==> src/rtl/adc_drv_pkg.sv <==
// Shared types and constants for the parallel multi-channel ADC driver.
package adc_drv_pkg;

    localparam int unsigned DATA_W_DEF = 16;

    localparam logic WRITE_N_TIE       = 1'b1;
    localparam logic SOFTWARE_MODE_TIE = 1'b0;
    localparam logic SERIAL_MODE_TIE   = 1'b0;

    typedef enum logic [2:0] {
        StIdle,
        StConv,
        StWaitHi,
        StWaitLo,
        StRd,
        StHold,
        StGap
    } state_t;

endpackage

==> src/rtl/sync_2ff.sv <==
// Two-flop synchroniser for a single asynchronous level input.
module sync_2ff #(
    parameter logic RESET_VAL = 1'b0
) (
    input  logic i_clk,
    input  logic i_reset,
    input  logic i_d,
    output logic o_q
);

    logic r_meta;
    logic r_sync;

    always_ff @(posedge i_clk or posedge i_reset) begin
        if (i_reset) begin
            r_meta <= RESET_VAL;
            r_sync <= RESET_VAL;
        end else begin
            r_meta <= i_d;
            r_sync <= r_meta;
        end
    end

    assign o_q = r_sync;

endmodule

==> src/rtl/adc_multi_driver.sv <==
// AD7606-class parallel ADC driver: timer/trigger paced conversions, masked channel
// readback and a valid/ready output stream with RD_N stretched under backpressure.
module adc_multi_driver
    import adc_drv_pkg::*;
#(
    parameter int unsigned DATA_W        = DATA_W_DEF,
    parameter int unsigned NUM_CH        = 8,
    parameter int unsigned CH_W          = $clog2(NUM_CH),
    parameter int unsigned SAMPLE_PERIOD = 125,
    parameter int unsigned CONVST_LOW    = 2,
    parameter int unsigned RD_LOW        = 2,
    parameter int unsigned RD_HIGH       = 1,
    parameter int unsigned BUSY_TIMEOUT  = 64
) (
    input  logic              i_clk,
    input  logic              i_reset,
    input  logic              i_busy,
    input  logic [DATA_W-1:0] i_data_adc,
    input  logic              i_enable,
    input  logic              i_trig_mode,
    input  logic              i_trig_in,
    input  logic [NUM_CH-1:0] i_ch_mask,
    output logic              o_chipselect_n,
    output logic              o_read_n,
    output logic              o_write_n,
    output logic              o_software_mode,
    output logic              o_serial_mode,
    output logic              o_standby_n,
    output logic              o_conv_start_a,
    output logic              o_conv_start_b,
    output logic              o_conv_start_c,
    output logic              o_conv_start_d,
    output logic [DATA_W-1:0] o_data_out,
    output logic [CH_W-1:0]   o_ch_idx,
    output logic              o_data_valid,
    input  logic              i_data_ready,
    output logic              o_frame_last,
    output logic              o_overrun,
    output logic              o_timeout
);

    localparam int unsigned TMR_W = $clog2(SAMPLE_PERIOD + 1);
    localparam int unsigned CNT_W = 16;

    localparam logic [TMR_W-1:0] TMR_MAX   = TMR_W'(SAMPLE_PERIOD - 1);
    localparam logic [CNT_W-1:0] CONV_MAX  = CNT_W'(CONVST_LOW - 1);
    localparam logic [CNT_W-1:0] RDLO_MAX  = CNT_W'(RD_LOW - 1);
    localparam logic [CNT_W-1:0] RDHI_MAX  = CNT_W'(RD_HIGH - 1);
    localparam logic [CNT_W-1:0] BUSY_MAX  = CNT_W'(BUSY_TIMEOUT - 1);

    logic              w_busy_sync;
    logic              w_tick;
    logic              w_event;
    logic [CH_W-1:0]   w_last;

    logic [TMR_W-1:0]  r_timer;
    state_t            r_state;
    logic [CNT_W-1:0]  r_cnt;
    logic [CH_W-1:0]   r_k;
    logic [CH_W-1:0]   r_last;
    logic [NUM_CH-1:0] r_mask;
    logic              r_cs_n;
    logic              r_rd_n;
    logic              r_convst;
    logic              r_standby_n;
    logic [DATA_W-1:0] r_data;
    logic [CH_W-1:0]   r_ch;
    logic              r_valid;
    logic              r_frame_last;
    logic              r_overrun;
    logic              r_timeout;

    sync_2ff #(
        .RESET_VAL (1'b0)
    ) u_busy_sync (
        .i_clk   (i_clk),
        .i_reset (i_reset),
        .i_d     (i_busy),
        .o_q     (w_busy_sync)
    );

    always_ff @(posedge i_clk or posedge i_reset) begin
        if (i_reset) begin
            r_timer <= '0;
        end else if (!i_enable || r_timer == TMR_MAX) begin
            r_timer <= '0;
        end else begin
            r_timer <= r_timer + 1'b1;
        end
    end

    assign w_tick  = i_enable && (r_timer == TMR_MAX);
    assign w_event = i_trig_mode ? i_trig_in : w_tick;

    // Highest enabled channel bounds the readback; later channels are never read.
    always_comb begin
        w_last = '0;
        for (int i = 0; i < NUM_CH; i++) begin
            if (i_ch_mask[i]) begin
                w_last = CH_W'(i);
            end
        end
    end

    always_ff @(posedge i_clk or posedge i_reset) begin
        if (i_reset) begin
            r_state      <= StIdle;
            r_cnt        <= '0;
            r_k          <= '0;
            r_last       <= '0;
            r_mask       <= '0;
            r_cs_n       <= 1'b1;
            r_rd_n       <= 1'b1;
            r_convst     <= 1'b1;
            r_standby_n  <= 1'b0;
            r_data       <= '0;
            r_ch         <= '0;
            r_valid      <= 1'b0;
            r_frame_last <= 1'b0;
            r_overrun    <= 1'b0;
            r_timeout    <= 1'b0;
        end else begin
            r_standby_n <= 1'b1;
            // Any pacing event outside IDLE is dropped, including one coinciding with frame end.
            if (w_event && r_state != StIdle) begin
                r_overrun <= 1'b1;
            end
            unique case (r_state)
                StIdle: begin
                    if (w_event && i_enable && i_ch_mask != '0) begin
                        r_mask   <= i_ch_mask;
                        r_last   <= w_last;
                        r_convst <= 1'b0;
                        r_cnt    <= '0;
                        r_state  <= StConv;
                    end
                end
                StConv: begin
                    if (r_cnt == CONV_MAX) begin
                        r_convst <= 1'b1;
                        r_cnt    <= '0;
                        r_state  <= StWaitHi;
                    end else begin
                        r_cnt <= r_cnt + 1'b1;
                    end
                end
                StWaitHi: begin
                    if (w_busy_sync) begin
                        r_cnt   <= '0;
                        r_state <= StWaitLo;
                    end else if (r_cnt == BUSY_MAX) begin
                        r_timeout <= 1'b1;
                        r_cs_n    <= 1'b1;
                        r_state   <= StIdle;
                    end else begin
                        r_cnt <= r_cnt + 1'b1;
                    end
                end
                StWaitLo: begin
                    if (!w_busy_sync) begin
                        r_cs_n  <= 1'b0;
                        r_rd_n  <= 1'b0;
                        r_k     <= '0;
                        r_cnt   <= '0;
                        r_state <= StRd;
                    end else if (r_cnt == BUSY_MAX) begin
                        r_timeout <= 1'b1;
                        r_cs_n    <= 1'b1;
                        r_state   <= StIdle;
                    end else begin
                        r_cnt <= r_cnt + 1'b1;
                    end
                end
                StRd: begin
                    if (r_cnt == RDLO_MAX) begin
                        r_cnt <= '0;
                        if (r_mask[r_k]) begin
                            r_data       <= i_data_adc;
                            r_ch         <= r_k;
                            r_valid      <= 1'b1;
                            r_frame_last <= (r_k == r_last);
                            r_state      <= StHold;
                        end else begin
                            r_rd_n  <= 1'b1;
                            r_state <= StGap;
                        end
                    end else begin
                        r_cnt <= r_cnt + 1'b1;
                    end
                end
                StHold: begin
                    if (i_data_ready) begin
                        r_valid      <= 1'b0;
                        r_frame_last <= 1'b0;
                        r_rd_n       <= 1'b1;
                        r_cnt        <= '0;
                        r_state      <= StGap;
                    end
                end
                StGap: begin
                    if (r_cnt == RDHI_MAX) begin
                        r_cnt <= '0;
                        if (r_k == r_last) begin
                            r_cs_n  <= 1'b1;
                            r_state <= StIdle;
                        end else begin
                            r_k     <= r_k + 1'b1;
                            r_rd_n  <= 1'b0;
                            r_state <= StRd;
                        end
                    end else begin
                        r_cnt <= r_cnt + 1'b1;
                    end
                end
                default: r_state <= StIdle;
            endcase
        end
    end

    assign o_chipselect_n  = r_cs_n;
    assign o_read_n        = r_rd_n;
    assign o_write_n       = WRITE_N_TIE;
    assign o_software_mode = SOFTWARE_MODE_TIE;
    assign o_serial_mode   = SERIAL_MODE_TIE;
    assign o_standby_n     = r_standby_n;
    assign o_conv_start_a  = r_convst;
    assign o_conv_start_b  = r_convst;
    assign o_conv_start_c  = r_convst;
    assign o_conv_start_d  = r_convst;
    assign o_data_out      = r_data;
    assign o_ch_idx        = r_ch;
    assign o_data_valid    = r_valid;
    assign o_frame_last    = r_frame_last;
    assign o_overrun       = r_overrun;
    assign o_timeout       = r_timeout;

endmodule

==> config.mk <==
export PLATFORM = sky130hd
export DESIGN_NAME = adc_multi_driver
export DESIGN_NICKNAME = d
export VERILOG_FILES = /design/src/rtl/adc_drv_pkg.sv /design/src/rtl/sync_2ff.sv /design/src/rtl/adc_multi_driver.sv
export SDC_FILE = /design/constraint.sdc
export NUM_CORES = 1
export LEC_CHECK = 0
export BUFFER_PORTS_ARGS = -buffer_cell sky130_fd_sc_hd__buf_2
export CORE_ASPECT_RATIO = 0.6
export CORE_MARGIN = 5
export CORE_UTILIZATION = 56
export CTS_CLUSTER_DIAMETER = 50
export DETAILED_ROUTE_END_ITERATION = 8
export PLACE_DENSITY = 0.86
export SLEW_MARGIN = 20
export SYNTH_ARGS = -nofsm -noshare
export SYNTH_HDL_FRONTEND = slang
export SYNTH_SLANG_ARGS = --single-unit
==> constraint.sdc <==
create_clock -name i_clk -period 3 [get_ports i_clk]
set_input_delay 0.9 -clock i_clk [delete_from_list [all_inputs] [get_ports i_clk]]
set_output_delay 0.9 -clock i_clk [all_outputs]
set_load 0.02 [all_outputs]
Yosys cells after proc, flatten, opt, wreduce, memory -nomap -nowiden
Index checks and enable logic that the tools add are counted.
{ "classes": {"shifts": 0, "div_mod_pow": 0, "bitwise": 0, "reduce_logical": 28, "muxes": 61, "mul": 0, "n_eq_ne": 22, "n_lt_le_gt_ge": 1, "n_addsub": 3} }
{ "ops": {"columns": ["operator", "n"], "rows": [
  ["$mux W16", 7],
  ["$pmux W16 S6", 1],
  ["$mux W3", 18],
  ["$mux W1", 24],
  ["$ne A2 B2 Y1 const B", 11],
  ["$pmux W3 S7", 1],
  ["$add A16 B1 Y16 const B", 1],
  ["$eq A16 B1 Y1 const B", 1],
  ["$eq A16 B6 Y1 const B", 1],
  ["$logic_not A16 Y1", 1],
  ["$reduce_and A3 Y1", 4],
  ["$reduce_and A4 Y1", 3],
  ["$eq A3 B3 Y1 const B", 3],
  ["$pmux W1 S2", 4],
  ["$reduce_bool A2 Y1", 4],
  ["$reduce_bool A8 Y1", 1],
  ["$add A7 B1 Y7 const B", 1],
  ["$eq A7 B7 Y1 const B", 1],
  ["$mux W7", 1],
  ["$reduce_and A7 Y1", 1],
  ["$eq A3 B2 Y1 const B", 2],
  ["$pmux W3 S2", 1],
  ["$reduce_bool A3 Y1", 2],
  ["$reduce_bool A6 Y1", 1],
  ["17 further kinds", 20]
]} }
{ "totals": {"ramBits": 0, "output_inout_bits": 33, "latch_bits": 0, "rom_bits": 0, "memories": 0, "reg_bits": 69} }

Logic depth before layout (Yosys ltp)
{ "logic_depth": {"ltp_word": 7, "ltp_mapped": 8, "ltp_nobuf": 7} }

Modules after synthesis
Synthesis repeated with hierarchy kept, for this count alone.
{ "hier_totals": {"hier_cells": 345, "area_unflattened_um2": 3572.2} }
{ "modules_own_cells": {"columns": ["mod", "n_inst", "cells_per_inst", "area_per_inst_um2"], "rows": [
  ["adc_multi_driver", 1, 342, 3518.4],
  ["sync_2ff", 1, 3, 53.8]
]} }

Worst setup path after synthesis
Ideal clock, no wire load.
{ "synth_path": {"path_type": "input-to-reg", "from": "input i_ch_mask[4]", "to": "register r_mask[0]", "arrival_time_ps": 2464, "path_slack_ps": 411, "stages": 5, "setup_time_ps": 125, "path_buffers": 1, "required_ps": 2875, "cell_sequence": "or4_1 -> o21a_1 -> nand3_1 -> clkbuf_1 -> mux2_2"} }
{ "synth_via": {"elab_chain_len": 3} }
{ "synth_rtl": {"columns": ["element", "line_no", "rtl"], "rows": [
  ["from (decl)", "adc_multi_driver.sv:22", "input logic [NUM_CH-1:0] i_ch_mask,"],
  ["$reduce_bool A8 Y1", "adc_multi_driver.sv:130", "if (w_event && i_enable && i_ch_mask != '0) begin"],
  ["$logic_and A1 B1 Y1", "adc_multi_driver.sv:130", null],
  ["$reduce_and A2 Y1 (no source line)", null, null],
  ["to (signal assigned)", "adc_multi_driver.sv:131", "r_mask <= i_ch_mask;"],
  ["to (decl)", "adc_multi_driver.sv:61", "logic [NUM_CH-1:0] r_mask;"]
]} }
Every way passes these cells.
A chain may end at the register's enable or synchronous reset.

Worst setup path after layout
{ "layout_path": {"from": "register r_cnt[11]", "to": "register r_data[1], in the netlist o_data_out[1]"} }
{ "layout_via": {"elab_chain_len": 2} }
{ "layout_rtl": {"columns": ["element", "line_no", "rtl"], "rows": [
  ["from (decl)", "adc_multi_driver.sv:58", "logic [CNT_W-1:0] r_cnt;"],
  ["from (signal assigned)", "adc_multi_driver.sv:144", "r_cnt <= r_cnt + 1'b1;"],
  ["from (signal assigned)", "adc_multi_driver.sv:156", "r_cnt <= r_cnt + 1'b1;"],
  ["from (signal assigned)", "adc_multi_driver.sv:171", "r_cnt <= r_cnt + 1'b1;"],
  ["$eq A16 B1 Y1", "adc_multi_driver.sv:175", "if (r_cnt == RDLO_MAX) begin"],
  ["$reduce_and A3 Y1 (no source line)", null, null],
  ["to (signal assigned)", "adc_multi_driver.sv:178", "r_data <= i_data_adc;"],
  ["to (decl)", "adc_multi_driver.sv:66", "logic [DATA_W-1:0] r_data;"]
]} }
Every way passes these cells.

==> results.toml <==
[global_routing]
grt-ovfl-total = 0
grt-busiest-layer = "met1"
grt_pass1_vias = 3110
grt_first_pass_wirelength_um = 15140
grtUsageTotal_pct = 23.00
globalRouteMet2Util_pct = 32.18
grt_start_max_net_pins = 46
grt_use_met1_pct = 33.48
antenna_found_initial = 0
grt_use_met3_pct = 9.136

[floorplanning]
coreArea_sq_mm = 0.006590
rows = 23
ios = 64
start_util_pct = 57.00
die_area_sq_mm = 0.008499
die_h_um = 73.44
die_width_um = 115.7

[pwr]
power_w = 0.004185
leakagePower_nw = 2.031
peakVddDrop_uv = 587.0
power_density_mw_per_mm2 = 955.6

[sta]
max-slew-margin-rel_pct = 55.48
finalCritPeriodShare_pct = 86.20
final-hold-violation-count = 0
clock_skew_ps = 6.241
tightestPinTransition_ps = 665.3
min_period_ps = 2586
timing.final.max_slew_violations = 0
max_freq_mhz = 386.7
setup_viol = 0
timing.hold.ws_ps = 349.1
rsz0062_at_grt = "no"
setup_tns_ps = 0

[route]
wirelength_um = 8852
drt_iter0_drc = 249
ant_nets = 0
routedWlPerCell_um = 16.83
vias_per_cell = 6.063
drc = 0
vias = 3189
firstDrtPassIters = 5

[finish]
fin_util_pct = 66.45
fillerInstances = 505
drive_above_1_share_pct = 30.75
final_common_cell = "dfrtp_1"
fin_nets = 471
antenna_cells = 0
syn_to_final_growth_pct = 16.59
layout_common_cells = "dfrtp_1 (66), buf_2 (60), o21ai_0 (26)"

[synth]
yosysWarningCount = 0
async_reset_ff_share_pct = 100.0
synth-seq-cells = 69
synth_top_flop_cell = "dfrtp_1"
synth.yosys.seq_area_share_pct = 46.07
postSynthAreaPerCell_sq_um = 10.12
syn_area_sq_mm = 0.003756
synth_edf_count = 0
yosysUniqueCellTypes = 62
syn_inst = 371

[critical_path]
crit_required_ps = 3240
r2r_cells = 6
end_kind = "flop"
startpoint_type = "flop"
arrival_ps = 2830
worst-path-max-fanout = 21
worst-setup-path-type = "reg -> reg"

[clocking]
htree_levels = 3
clk_latency_ps = 350
cts_setup_buffers = 0
clock-sinks = 69
cts-buffers-inserted = 9
path_clk_slew_ps = 70
cts_hold_buf = 0
cts_tree = "built"
cts_root_buf = "clkbuf_8"
post_cts_resized = 0
clockBufferDepth = 2

[min_path]
hold_depth = 0
hold_path_class = "reg -> reg"

[place]
io_buffers = 60
gp_congestion = 0.9372
hpwl_um = 6499

[status]
status = "finished clean"

[run]
drv_cap = 0
==> registers in the layout, summed over array words and instances (netlist names) <==
name / flops
o_data_out: 16
r_cnt: 16
r_mask: 8
r_timer: 7
o_ch_idx: 3
r_k: 3
r_last: 3
r_state: 3
o_chipselect_n: 1
o_conv_start_a: 1
o_data_valid: 1
o_frame_last: 1
o_overrun: 1
o_read_n: 1
o_standby_n: 1
o_timeout: 1
u_busy_sync.o_q: 1
u_busy_sync.r_meta: 1
==> where the power goes <==
group,switching [W],total [W],internal [W],leakage (nW)
Sequential,0.000261,0.00148,0.00122,0.880
Clock,0.000365,0.000820,0.000455,0.109
Combinational,0.00108,0.00188,0.000801,1.04
Total,0.00171,0.00418,0.00248,2.03
==> routing by layer <==
layer	vias up	wire, um
met5	-	0
met4	0	114
met3	14	869
met2	168	3798
met1	1537	4070
li1	1470	-
==> logic make-up (layout without fill, tap and decap cells) <==
group / Yosys count / in the layout / synth area share, %
flip-flops: 69 / 69 / 46.07
AO/OA/AOI/OAI: 100 / 100 / 17.65
other: 2 / 4 / 0.1999
buffers and inverters: 44 / 110 / 5.230
AND/OR/NAND/NOR: 110 / 110 / 16.92
XOR/XNOR: 10 / 10 / 2.332
adder cells (fa/ha/maj): 6 / 6 / 1.999
multiplexers: 30 / 30 / 9.593
==> worst max-delay path: stages (launching register included) <==
cell,delay (ps)
dfrtp_1,430
or4_4,600
nor4b_2,400
nand2_1,180
nor3b_2,190
buf_4,300
mux2_2,380
==> synth_stat cells (all sizes together) (3+ instances only) <==
master | number | area (sq um)
mux2 | 28 | 315.3
and2 | 3 | 18.77
o22ai | 7 | 43.79
inv | 24 | 90.09
nor3 | 19 | 106.4
and4 | 3 | 26.28
o31ai | 3 | 22.52
nor2b | 3 | 18.77
o21a | 3 | 22.52
a21o | 3 | 22.52
clkbuf | 10 | 37.54
ha | 6 | 75.07
nand4 | 4 | 25.02
o21ai | 29 | 145.1
nand2 | 18 | 67.56
nor4 | 4 | 46.29
o21bai | 10 | 75.07
dfrtp | 66 | 1652
dfstp | 3 | 78.83
a21oi | 13 | 65.06
a21boi | 3 | 22.52
nand2b | 4 | 25.02
xor2 | 7 | 61.31
or2 | 4 | 25.02
buf | 10 | 68.81
a22oi | 10 | 75.07
nand3 | 11 | 55.05
or4 | 6 | 60.05
xnor2 | 3 | 26.28
nor2 | 23 | 86.33
==> stage by stage <==
stage               instances  instance area, sq um  setup WS (ps)
floorplan                 373                  3764          365.1
global placement          510                  4159          322.6
detailed placement        510                  4159          263.3
CTS                       526                  4379          428.3
global route              526                  4379          279.6
finish                    526                  4379          413.9
==> area by class of cell <==
class	instances	area [sq um]	share of cell area (%)
flip-flops and latches	69	1730	39.51
inverters	24	90.09	2.057
repair buffers	70	387.9	8.857
well taps	87	108.9	2.486
clock buffers	12	165.2	3.771
clock inverters	4	55.05	1.257
multi-input cells	260	1842	42.06
==> final timing paths <==
check / start / end / slack [ps]
worst min register to register: u_busy_sync.r_meta / u_busy_sync.o_q / 350
max in group asynchronous: i_reset / o_read_n / 1720
worst min-delay path: u_busy_sync.r_meta / u_busy_sync.o_q / 350
worst max-delay path: r_cnt[11] / o_data_out[1] / 410
min in group asynchronous: i_reset / o_data_out[2] / 590
worst max register to register: r_cnt[11] / o_data_out[1] / 410
Note: power is estimated with default switching activity, not from simulation.
